===== src/rtl/uart_tx_if.sv =====
// uart_if: parallel-word valid/ready handshake plus the serial line
// shared by the UART transmitter and receiver.
interface uart_if #(
   parameter int DATA_WIDTH = 8
);
   logic [DATA_WIDTH-1:0] data;
   logic                  valid;
   logic                  ready;
   logic                  sig;

   modport tx (
      input  data,
      input  valid,
      output ready,
      output sig
   );

   modport rx (
      output data,
      output valid,
      input  ready,
      input  sig
   );
endinterface


===== src/rtl/uart_tx.sv =====
// uart_tx: UART transmitter, start + DATA_WIDTH data bits (LSB first) + stop.
// Define UART_TX_PARITY_EN to insert an even-parity bit before the stop bit.
module uart_tx #(
   parameter int DATA_WIDTH = 8,
   parameter int BAUD_RATE  = 115200,
   parameter int CLK_FREQ   = 100_000_000
) (
   input  logic clk,
   input  logic rst,
   uart_if.tx   txif
);
   localparam int PULSE_WIDTH = CLK_FREQ / BAUD_RATE;
   localparam int CW = (PULSE_WIDTH > 1) ? $clog2(PULSE_WIDTH) : 1;
   localparam int IW = (DATA_WIDTH > 1) ? $clog2(DATA_WIDTH) : 1;
   localparam logic [CW-1:0] CNT_LAST = CW'(PULSE_WIDTH - 1);
   localparam logic [IW-1:0] IDX_LAST = IW'(DATA_WIDTH - 1);

   typedef enum logic [2:0] {
      IDLE   = 3'd0,
      START  = 3'd1,
      DATA   = 3'd2,
`ifdef UART_TX_PARITY_EN
      PARITY = 3'd3,
`endif
      STOP   = 3'd4
   } state_t;

   state_t                state;
   logic [CW-1:0]         cnt;
   logic [IW-1:0]         idx;
   logic [DATA_WIDTH-1:0] shreg;
   logic                  tick;

   assign tick = (cnt == CNT_LAST);

   // sig follows state one edge later, so the start bit falls
   // one cycle after the acceptance edge.
   always_ff @(posedge clk or posedge rst) begin
      if (rst) begin
         state      <= IDLE;
         cnt        <= '0;
         idx        <= '0;
         shreg      <= '0;
         txif.sig   <= 1'b1;
         txif.ready <= 1'b0;
      end else begin
         cnt <= (state == IDLE || tick) ? '0 : cnt + 1'b1;
         unique case (state)
            IDLE: begin
               txif.sig   <= 1'b1;
               txif.ready <= 1'b1;
               idx        <= '0;
               if (txif.valid && txif.ready) begin
                  shreg      <= txif.data;
                  txif.ready <= 1'b0;
                  state      <= START;
               end
            end
            START: begin
               txif.sig <= 1'b0;
               if (tick) begin
                  state <= DATA;
               end
            end
            DATA: begin
               txif.sig <= shreg[idx];
               if (tick) begin
                  if (idx == IDX_LAST) begin
`ifdef UART_TX_PARITY_EN
                     state <= PARITY;
`else
                     state <= STOP;
`endif
                  end else begin
                     idx <= idx + 1'b1;
                  end
               end
            end
`ifdef UART_TX_PARITY_EN
            PARITY: begin
               txif.sig <= ^shreg;
               if (tick) begin
                  state <= STOP;
               end
            end
`endif
            STOP: begin
               txif.sig <= 1'b1;
               if (tick) begin
                  txif.ready <= 1'b1;
                  state      <= IDLE;
               end
            end
            default: begin
               txif.sig   <= 1'b1;
               txif.ready <= 1'b0;
               state      <= IDLE;
            end
         endcase
      end
   end
endmodule

===== src/flat_wrapper.sv =====
// flat-port wrapper written by rule: the top's interface ports become plain ports
module uart_tx_flat 
#(
   parameter int DATA_WIDTH = 8,
   parameter int BAUD_RATE  = 115200,
   parameter int CLK_FREQ   = 100_000_000
)
  (clk, rst, txif_data, txif_valid, txif_ready, txif_sig);
  uart_if #(.DATA_WIDTH(DATA_WIDTH)) txif_i ();
  input  logic clk;
  input  logic rst;
  input wire logic [$bits(txif_i.data)-1:0] txif_data;
  input wire logic [$bits(txif_i.valid)-1:0] txif_valid;
  output wire logic [$bits(txif_i.ready)-1:0] txif_ready;
  output wire logic [$bits(txif_i.sig)-1:0] txif_sig;
  assign txif_i.data = txif_data;
  assign txif_i.valid = txif_valid;
  assign txif_ready = txif_i.ready;
  assign txif_sig = txif_i.sig;
  uart_tx #(.DATA_WIDTH(DATA_WIDTH), .BAUD_RATE(BAUD_RATE), .CLK_FREQ(CLK_FREQ)) u_core (.clk(clk), .rst(rst), .txif(txif_i));
endmodule

===== config.mk =====
export PLATFORM = sky130hd
export DESIGN_NAME = uart_tx_flat
export DESIGN_NICKNAME = d
export VERILOG_FILES = /design/src/rtl/uart_tx_if.sv /design/src/rtl/uart_tx.sv /design/src/flat_wrapper.sv
export SDC_FILE = /design/constraint.sdc
export NUM_CORES = 1
export LEC_CHECK = 0
export CAP_MARGIN = 20
export CORE_ASPECT_RATIO = 0.9
export CORE_MARGIN = 2
export CORE_UTILIZATION = 40
export DETAILED_ROUTE_END_ITERATION = 10
export PLACE_DENSITY_LB_ADDON = 0.1
export SLEW_MARGIN = 15
export SYNTH_ARGS = -nofsm -noshare
export SYNTH_HDL_FRONTEND = slang
export SYNTH_SLANG_ARGS = --single-unit

===== constraint.sdc =====
create_clock -name clk -period 2.42 [get_ports clk]
set_clock_uncertainty 0.1 [all_clocks]
set_input_delay 0.605 -clock clk [delete_from_list [all_inputs] [get_ports clk]]
set_output_delay 0.605 -clock clk [all_outputs]
set_load 0.005 [all_outputs]

# Word level (Yosys, flattened, before mapping)
# Cells that the tools add are included.
# word_totals
ff_bits	26
latchBits	0
mem_bits_rw	0
rom_bits	0
inputBits	11
out_inout_bits	2
n_memories	0
# classes
addsub	2
multipliers	0
div_mod_pow	0
n_lt_le_gt_ge	1
eq_ne	11
shifts	0
mux	16
bitwise	1
reduce_logical	9
# ops
cell	n
$mux 3	7
$pmux 3 s4	1
$add 10x1->10 const B	1
$eq 10x10->1 const B	1
$mux 10	1
$ne 2x1->1 const B	4
$eq 3x3->1 const B	2
$pmux 3 s2	1
$reduce_and 5->1	1
$lt 3x4->1 const B	1
$ne 2x2->1 const B	2
$reduce_and 2->1	2
$add 3x1->3 const B	1
$bmux 1 s3	1
$eq 3x1->1 const B	1
$eq 3x2->1 const B	1
$logic_not 3->1	1
$mux 1	3
$pmux 1 s3	1
$reduce_and 3->1	1
$pmux 1 s2	1
$reduce_bool 2->1	1
$reduce_or 2->1	1
$logic_and 1x1->1	1
2 further kinds	2

# Longest topological paths before layout
# Gate-level depths: netlist (run 1).
# depth
ltp_word	4
mapped_depth	6
mapped_depth_nobuf	5

# Worst setup path after synthesis (run 1)
# Ideal clock, no wire load.
# synth_timing
path_kind	reg2reg
start	register u_core.idx[1]
end	register u_core.idx[0]
setup_time_ps	126
t_arrival_ps	1498
required_ps	2194
slack_ps	696
stages_incl_launch_ff	6
period_less_slack_ps	1724
cell_sequence	dfrtp_1 ha_1 ha_1 nor4_4 nor2_1 a221o_1
# synth_between
elab_chain_len	3
# synth_lines
element	line	rtl
from (decl)	uart_tx.sv:30	logic [IW-1:0] idx;
from (signal assigned)	uart_tx.sv:75	idx <= idx + 1'b1;
$eq 3x3->1	uart_tx.sv:68	if (idx == IDX_LAST) begin
$ne 2x2->1 (no line)	--	
$reduce_and 3->1 (no line)	--	
# Every way passes these cells.
# A chain may end at the register's enable or synchronous reset.

# Final worst setup path (run 1)
# layout_timing
start	register u_core.idx[0]
end	register u_core.idx[0]
# layout_between
elab_chain_len	4
# layout_lines
element	line	rtl
$add 3x1->3	uart_tx.sv:75	
$mux 3	uart_tx.sv:68	
$mux 3	uart_tx.sv:67	if (tick) begin
$pmux 3 s2	uart_tx.sv:48	unique case (state)
# Parallel ways exist; a longest one is shown, timed or not. The select of a mux whose other input is x is not followed.

==> results of run 1 <==
[power breakdown]
part | internal, uW | leakage (uW) | total [uW] | switching, uW
Combinational | 189 | 0.000292 | 328 | 139
Sequential | 564 | 0.000330 | 665 | 101
Clock | 146 | 0.0000288 | 281 | 135
[cells in the mapped netlist, drive strengths merged, types with 4 or more instances]
library cell,instances
dfrtp,25
xor2,6
nand3b,4
mux2,8
mux2i,4
nand2,10
nand3,11
nor2,17
[registers in the layout, summed over array words and instances, names as in the netlist]
register	flops
u_core.cnt	10
u_core.idx	3
u_core.shreg	8
u_core.state	3
u_core.txif.ready	1
u_core.txif.sig	1
[worst min path at each step]
stage	start	end	slack [ns]	depth (start not counted)
finish	u_core.cnt[0]$_DFF_PP0_	u_core.cnt[0]$_DFF_PP0_	0.39	1
global route	u_core.cnt[0]$_DFF_PP0_	u_core.cnt[0]$_DFF_PP0_	0.41	1
CTS	u_core.cnt[0]$_DFF_PP0_	u_core.cnt[0]$_DFF_PP0_	0.39	1
detailed placement	u_core.cnt[0]$_DFF_PP0_	u_core.cnt[0]$_DFF_PP0_	0.38	1
global placement	u_core.cnt[0]$_DFF_PP0_	u_core.cnt[0]$_DFF_PP0_	0.38	1
floorplan	u_core.cnt[0]$_DFF_PP0_	u_core.cnt[0]$_DFF_PP0_	0.35	1
[final cells by class]
| cell class | instances | share of cell area |
|---|---|---|
| inverters | 3 | 0.00723 |
| multi-input cells | 89 | 0.415 |
| well taps | 42 | 0.0337 |
| flip-flops and latches | 26 | 0.418 |
| clock buffers | 4 | 0.0353 |
| repair buffers | 13 | 0.0900 |
[logic make-up (layout without fill, tap and decap cells)]
| group | count (synthesis) | in the layout | share of synthesized area |
|---|---|---|---|
| AO/OA/AOI/OAI | 7 | 7 | 0.0464 |
| buffers and inverters | 8 | 20 | 0.0362 |
| XOR/XNOR | 8 | 8 | 0.0520 |
| AND/OR/NAND/NOR | 59 | 59 | 0.257 |
| multiplexers | 12 | 12 | 0.0966 |
| adder cells (fa/ha/maj) | 3 | 3 | 0.0279 |
| flip-flops | 26 | 26 | 0.484 |
[through the flow]
| step | instances | hold WS, ns | power (uW) |
|---|---|---|---|
| finish | 177 | 0.390 | 1270 |
| global route | 177 | 0.409 | 1360 |
| global placement | 173 | 0.375 | 995 |
| floorplan | 123 | 0.347 | 914 |
| detailed placement | 173 | 0.376 | 1010 |
| CTS | 177 | 0.390 | 1290 |
[per-layer routing]
layer  vias up  share of wire  GRT usage
li1        458              -          -
met2        24           0.41      0.192
met1       435           0.52      0.189
met4         0          0.012     0.0536
met3         4          0.059     0.0342
met5         -              0          0
==> results by stage, run 1 <==
Clocking:
- The tree built by TritonCTS fans out to 26 sinks.
- The post-cts hold buffer count is 0.
- The CTS clock-pin slew for the worst setup and hold paths is 0.09 ns.
- After clock tree synthesis, the repair step resized 0 gates.
- The number of CTS-inserted buffers is 3.
- CTS built an H-tree with a depth of 1.
- Post-CTS timing repair inserted 0 buffers for setup.
- The maximum clock insertion buffer count is 2.
- TritonCTS built the clock tree.
- At the later pin of the worst-skew pair, clock insertion delay measures 0.27 ns.
- The tree is rooted in a sky130_fd_sc_hd__clkbuf_8.

Critical path:
- Measured in cells, the most critical reg-to-reg path has a length of 5.
- The capture instance of the worst register-to-register path is u_core.idx[0]$_DFFE_PP0P_.
- The arrival time at the worst endpoint is 2.04 ns.
- The slowest stage of the critical path belongs to the cell sky130_fd_sc_hd__dfrtp_1.
- Following the worst setup path forward leads to its endpoint at u_core.idx[0]$_DFFE_PP0P_.
- The top cell family by delay on the critical path is flip-flops.
- The critical path depth in cells is 5.
- The nature of the critical path endpoint is a flop.
- The largest single stage delay on the critical path is 0.51 ns.
- The worst setup path is launched from a flop.
- Walking the worst path, the cells encountered are ha_1 > ha_1 > nor4_4 > nor2_1 > a221o_1.
- The critical path contains buffers and inverters numbering 0 combined.
- In this design, the critical path's most frequently occurring cell is sky130_fd_sc_hd__ha_1.
- The critical path start-end classification is flop to flop.
- In this run the worst path has a maximum fanout of 8.
- The startpoint of the worst setup timing path is u_core.idx[0]$_DFFE_PP0P_.
- In this run the critical register-to-register path is launched from u_core.idx[0]$_DFFE_PP0P_.
- The reg2reg setup slack is 0.44 ns.
- The data required time of the critical path is 2.48 ns.

STA:
- The number of hold-slack violations in the final timing report was 0.
- Dividing the final minimum period by the clock period gives 0.820.
- In the post-route analysis, the smallest setup slack over all paths is 0.435 ns.
- Setup repair after global routing left no endpoint under its margin.
- After layout, the minimum clock period comes to 1.98 ns.
- The highest achievable clock rate is 504 MHz.
- The normalized max-slew margin is 0.719.
- At the pin with the least slew margin, the transition time is 0.422 ns.
- The final max-slew violation count is 0.
- Setup violations remaining at the end of the flow were counted as 0.
- The total negative slack for setup checks is 0 ns.

Global routing:
- Summed over all layers, the global routing overflow is 0.
- The combined global-route utilization of all metal layers is 0.132.
- The first global-routing pass estimated 3890 um of wire.
- The via count of the first global-routing pass came to 884.
- The number of antenna violations at the first check in global routing is 0.
- The pin count of the biggest net entering global routing is 27.

Floorplanning:
- The die boundary width is 65.2 um.
- 13 I/O pins were placed.
- For this configuration, the core starts out at a cell density of 0.429.
- The floorplan has 19 rows.
- The die covers 3850 sq um.
- The region available for standard cell placement spans 3140 sq um.
- The die is 59.1 um tall.

Layout:
- The finished cells cover 1560 sq um.
- The total number of nets in the final design is 150.
- The number of antenna diodes in the final layout is 0.
- The area overhead of the layout relative to synthesis is 15.6%.
- The top cell types in the final layout, fill and taps aside, are sky130_fd_sc_hd__dfrtp_1 (25), sky130_fd_sc_hd__nor2_1 (17), sky130_fd_sc_hd__clkdlybuf4s50_1 (12).
- The sequential cell area is 652 sq um.
- Fill cells in the final layout number 291.
- The fraction of the core area covered by cells at the end of the flow is 0.496.
- Leaving out fill and tap cells, the most frequent cell in the layout is sky130_fd_sc_hd__dfrtp_1.
- In the final layout, the multi-input gates occupy 647 sq um.
- Of the cells placed in the final design, the portion with a size suffix greater than 1 is 0.156.

Route:
- Before antenna repair, the detailed router went through 5 iterations.
- The count of nets left with antenna violations once routing finished came out at 0.
- After detailed routing, the number of remaining DRC violations is 0.
- The routed design has 2170 um of wire.
- The ratio of routed vias to standard cells is 5.20.
- In the final routed layout, each cell accounts on average for 12.3 um.
- In this run, the number of DRC markers left after iteration 0 of detailed routing was 52.
- Summing over every cut layer, the via total after detailed routing is 921.

Synthesis:
- The proportion of netlist area held by the largest area contributor is 0.464.
- For this run, asynchronously set or reset flops after synthesis account for 1.00.
- The number of standard cells after synthesis is 123.
- The most area-hungry cell type in the Yosys netlist is sky130_fd_sc_hd__dfrtp_1.
- For this run, the register share of the synthesized area comes to 0.484.
- Sorting the synthesized cells by area gives the leading types as sky130_fd_sc_hd__dfrtp_1 (46%), sky130_fd_sc_hd__mux2_2 (6.7%), sky130_fd_sc_hd__nor2_1 (4.7%).
- In this run, distinct cell masters in the synthesized netlist total 35.
- The warning count from the yosys run is 0.
- The main flop type after synthesis is sky130_fd_sc_hd__dfrtp_1.
- Synthesis inferred 26 register bits.
- A synthesized cell averages 11.0 sq um.
- When the netlist entered floorplanning its net count stood at 137.
- The synthesized design contains 0 enable-type register cells.
- The mapped netlist covers 1350 sq um.

Power:
- The reported leakage power is 0.000651 uW.
- The power density over the cells is 817 nW/um^2.
- Across the VDD grid, the largest voltage drop is 341 uV.

Job:
- The tool flagged a number of max-cap violations equal to 0.

Placement:
- Routability-driven placement finished with a final weighted congestion of 0.716.
- The quantity of I/O buffers inserted on ports is 12.
- The final HPWL from detailed placement is 1570 um.
- The post-placement worst setup slack is 0.389 ns.
- The cell area after placement is 1500 sq um.

Hold path:
- The min-delay analysis places its worst path in the category flop to flop.

Status:
- The run finished with clean final reports.
No activity file was read; power rests on OpenSTA's default activity.
==> run 2, diff against run 1 <==
==> constraint.sdc (replaced) <==
create_clock -name clk -period 2 [get_ports clk]
set_clock_uncertainty 0.1 [all_clocks]
set_input_delay 0.5 -clock clk [delete_from_list [all_inputs] [get_ports clk]]
set_output_delay 0.5 -clock clk [all_outputs]
set_load 0.005 [all_outputs]
==> results by stage, run 2 (same netlist as run 1, synthesis figures left out) <==
Status:
- The flow ran to the end, and the final reports show no timing, DRC or antenna violations.

Floorplanning:
- The die boundary width is 65.2 um (unchanged).
- The full die area is 3850 sq um (unchanged).
- The initial core utilization was 0.429 (unchanged).
- The number of core rows was 19 (unchanged).
- The floorplan core area is 3140 sq um (unchanged).
- The die height is 59.1 um (unchanged).
- The number of top-level design ports was 13 (unchanged).

Layout:
- The number of diodes was 0 (unchanged).
- The share of cells above drive strength 1 is 0.180 (+0.0243).
- The number of filler instances in the final layout is 299 (+2.7%).
- The total number of nets in the final design was 154 (+2.7%).
- In the final layout, the registers with the most flip-flops are u_core.cnt x10, u_core.shreg x8.
- The top cell types in the final layout, fill and taps aside, are sky130_fd_sc_hd__dfrtp_1 (25), sky130_fd_sc_hd__nor2_1 (17), sky130_fd_sc_hd__clkdlybuf4s50_1 (12).
- The flip-flop count of the largest register after layout is 10 (unchanged).
- The register with the most flip-flops in the final layout is u_core.cnt.
- The multi-input gate area in the final layout was 647 sq um (unchanged).
- The sequential cell area is 652 sq um (unchanged).
- The post-route non-filler standard cell count is 181 (+2.3%).
- From synthesis to final layout, the design area changed by 17.8%.
- The commonest non-fill, non-tap cell in the layout is sky130_fd_sc_hd__dfrtp_1.

Critical path:
- The critical path start-end classification is flop to output pin.
- STA classifies the critical path startpoint as a flop.
- The top cell family by delay on the critical path is flip-flops.
- Traced cell by cell, the critical path runs through clkdlybuf4s50_1.
- The worst setup path is captured at an output pin.
- The data required time of the critical path is 1.40 ns (-1.08 ns).
- The worst path buffer plus inverter count is 1 (+1).
- The largest fanout on the critical path is 1 (-7).
- The critical path depth in cells was 1 (-4).
- The peak per-stage delay on the critical path was 0.52 ns (about the same).
- The arrival time at the worst endpoint is 1.27 ns (-0.77 ns).
- The worst reg-to-reg path cell count is 6 (+1).
- For this design, the slowest cell found on the critical path is sky130_fd_sc_hd__dfstp_2.

Hold path:
- The class of the tightest hold or removal check is flop to flop.
- The number of cells traversed by the worst hold path is 1 (unchanged).

Clocking:
- TritonCTS built the clock tree.
- The setup fix buffers added after clock tree synthesis was 0 (unchanged).
- The number of clock sinks is 26 (unchanged).
- The later-pin clock latency in the skew report is 0.27 ns (about the same).
- The maximum level of the CTS H-tree is 1 (unchanged).
- The maximum clock insertion buffer count is 2 (unchanged).
- The number of gates resized after CTS is 0 (unchanged).
- The number of CTS-inserted buffers came to 3 (unchanged).
- The post-cts hold buffer count was 0 (unchanged).
- The CTS clock-pin slew for the worst setup and hold paths is 0.09 ns (about the same).
- CTS placed an instance of sky130_fd_sc_hd__clkbuf_8 at the clock tree root.

STA:
- Setup repair after global routing left no endpoint under its margin.
- Dividing the final minimum period by the clock period gives 0.937.
- The final worst slack was 0.126 ns (-0.309 ns).
- The total negative slack for setup checks came to 0 ns (unchanged).
- The final setup violation count is 0 (unchanged).
- The number of hold-slack violations in the final timing report was 0 (unchanged).
- The worst path in the final design needs a cycle of 1.87 ns, including I/O delays and setup.
- The final max-slew violation count came to 0 (unchanged).
- The slew at the pin closest to its max-slew limit was 0.464 ns (+0.0424 ns).
- Static timing analysis puts the maximum clock frequency at 534 MHz.
- The normalized max-slew margin is 0.690 (-0.0286).

Route:
- The average wire length per cell after detail routing is 12.8 um (+4.5%).
- The violation count after the first detailed-routing iteration is 45 (-13%).
- The ratio of routed vias to standard cells is 5.13 (-1.5%).
- The total via count in the routed design is 928 (+0.76%).
- The final routed DRC violation total is 0 (unchanged).
- The count of nets left with antenna violations after detail routing is 0 (unchanged).
- The wire length after detailed routing is 2320 um (+6.9%).
- The count of TritonRoute iterations in the first routing pass came to 4 (-1).

Placement:
- The final HPWL from detailed placement came to 1790 um (+14%).
- The cell count after placement is 177 (+2.3%).
- The weighted congestion reported at the end of routability-driven placement is 0.738 (+3.0%).
- The quantity of I/O buffers inserted on ports came to 12 (unchanged).
- The post-placement worst setup slack was 0.221 ns (-0.167 ns).

Global routing:
- The global-route wire length before repair came to 3970 um (+2.1%).
- The combined global-route utilization of all metal layers is 0.135 (+0.00314).
- The number of antenna violations at the first check in global routing is 0 (unchanged).
- The total global routing overflow was 0 (unchanged).
- The via count of the first global-routing pass is 894 (+1.1%).
- The pin count of the biggest net entering global routing is 17 (-37%).

Power:
- The maximum vdd ir drop is 466 uV (+36%).
- The power density over the cells was 980 nW/um^2 (+20%).
- The reported leakage power is 0.000671 uW (+3.2%).

Job:
- The total of max-cap violations is 0 (unchanged).
==> run 2: cell types whose count changed in the layout (fill, tap and decap cells not counted) <==
cell / previous run / this run
sky130_fd_sc_hd__buf_4: 0 / 4
==> run 2: metal layers <==
metal,vias to the layer above,global-route usage,share of wire
met3,5,0.0285,0.033
met2,16,0.206,0.44
met5,-,0,0
met4,0,0.0536,0.015
met1,445,0.190,0.51
li1,462,-,-
==> run 2: report_power, final <==
group	total [uW]	internal, uW	leakage (uW)	switching (uW)
registers	809	682	0.000330	126
clock network	343	176	0.0000288	167
logic	405	231	0.000312	173
total	1560	1090	0.000671	466
==> run 2: path summary, 6_finish.rpt <==
check / from / to / slack, ns
worst max-delay path: u_core.txif.sig$_DFF_PP1_ / txif_sig / 0.13
worst min-delay path: u_core.cnt[0]$_DFF_PP0_ / u_core.cnt[0]$_DFF_PP0_ / 0.39
worst max register to register: u_core.idx[1]$_DFFE_PP0P_ / u_core.idx[1]$_DFFE_PP0P_ / 0.26
worst min register to register: u_core.cnt[0]$_DFF_PP0_ / u_core.cnt[0]$_DFF_PP0_ / 0.39
max in group asynchronous: rst / u_core.state[0]$_DFFE_PP0P_ / 0.93
min in group asynchronous: rst / u_core.shreg[7]$_DFFE_PP0P_ / 0.43
==> run 2: worst register-to-register path: stages (launching register included) <==
cell and delay [ns]:
sky130_fd_sc_hd__dfrtp_1 0.45, sky130_fd_sc_hd__ha_1 0.21, sky130_fd_sc_hd__ha_1 0.24, sky130_fd_sc_hd__nor4_4 0.29, sky130_fd_sc_hd__buf_4 0.17, sky130_fd_sc_hd__nand3b_1 0.10
sky130_fd_sc_hd__nand3_1 0.07
==> run 2: metrics by stage <==
step / cell area (sq um) / hold WS, ns / power (uW) / util
floorplan: 1350 / 0.347 / 1110 / -
global placement: 1530 / 0.373 / 1210 / 0.488
detailed placement: 1530 / 0.376 / 1230 / 0.488
CTS: 1590 / 0.390 / 1580 / 0.506
global route: 1590 / 0.413 / 1660 / 0.506
finish: 1590 / 0.385 / 1560 / 0.506
==> run 2: cell type report <==
cell class / instances / share of cell area
repair buffers: 17 / 0.107
flip-flops and latches: 26 / 0.411
well taps: 42 / 0.0331
multi-input cells: 89 / 0.407
clock buffers: 4 / 0.0347
inverters: 3 / 0.00709
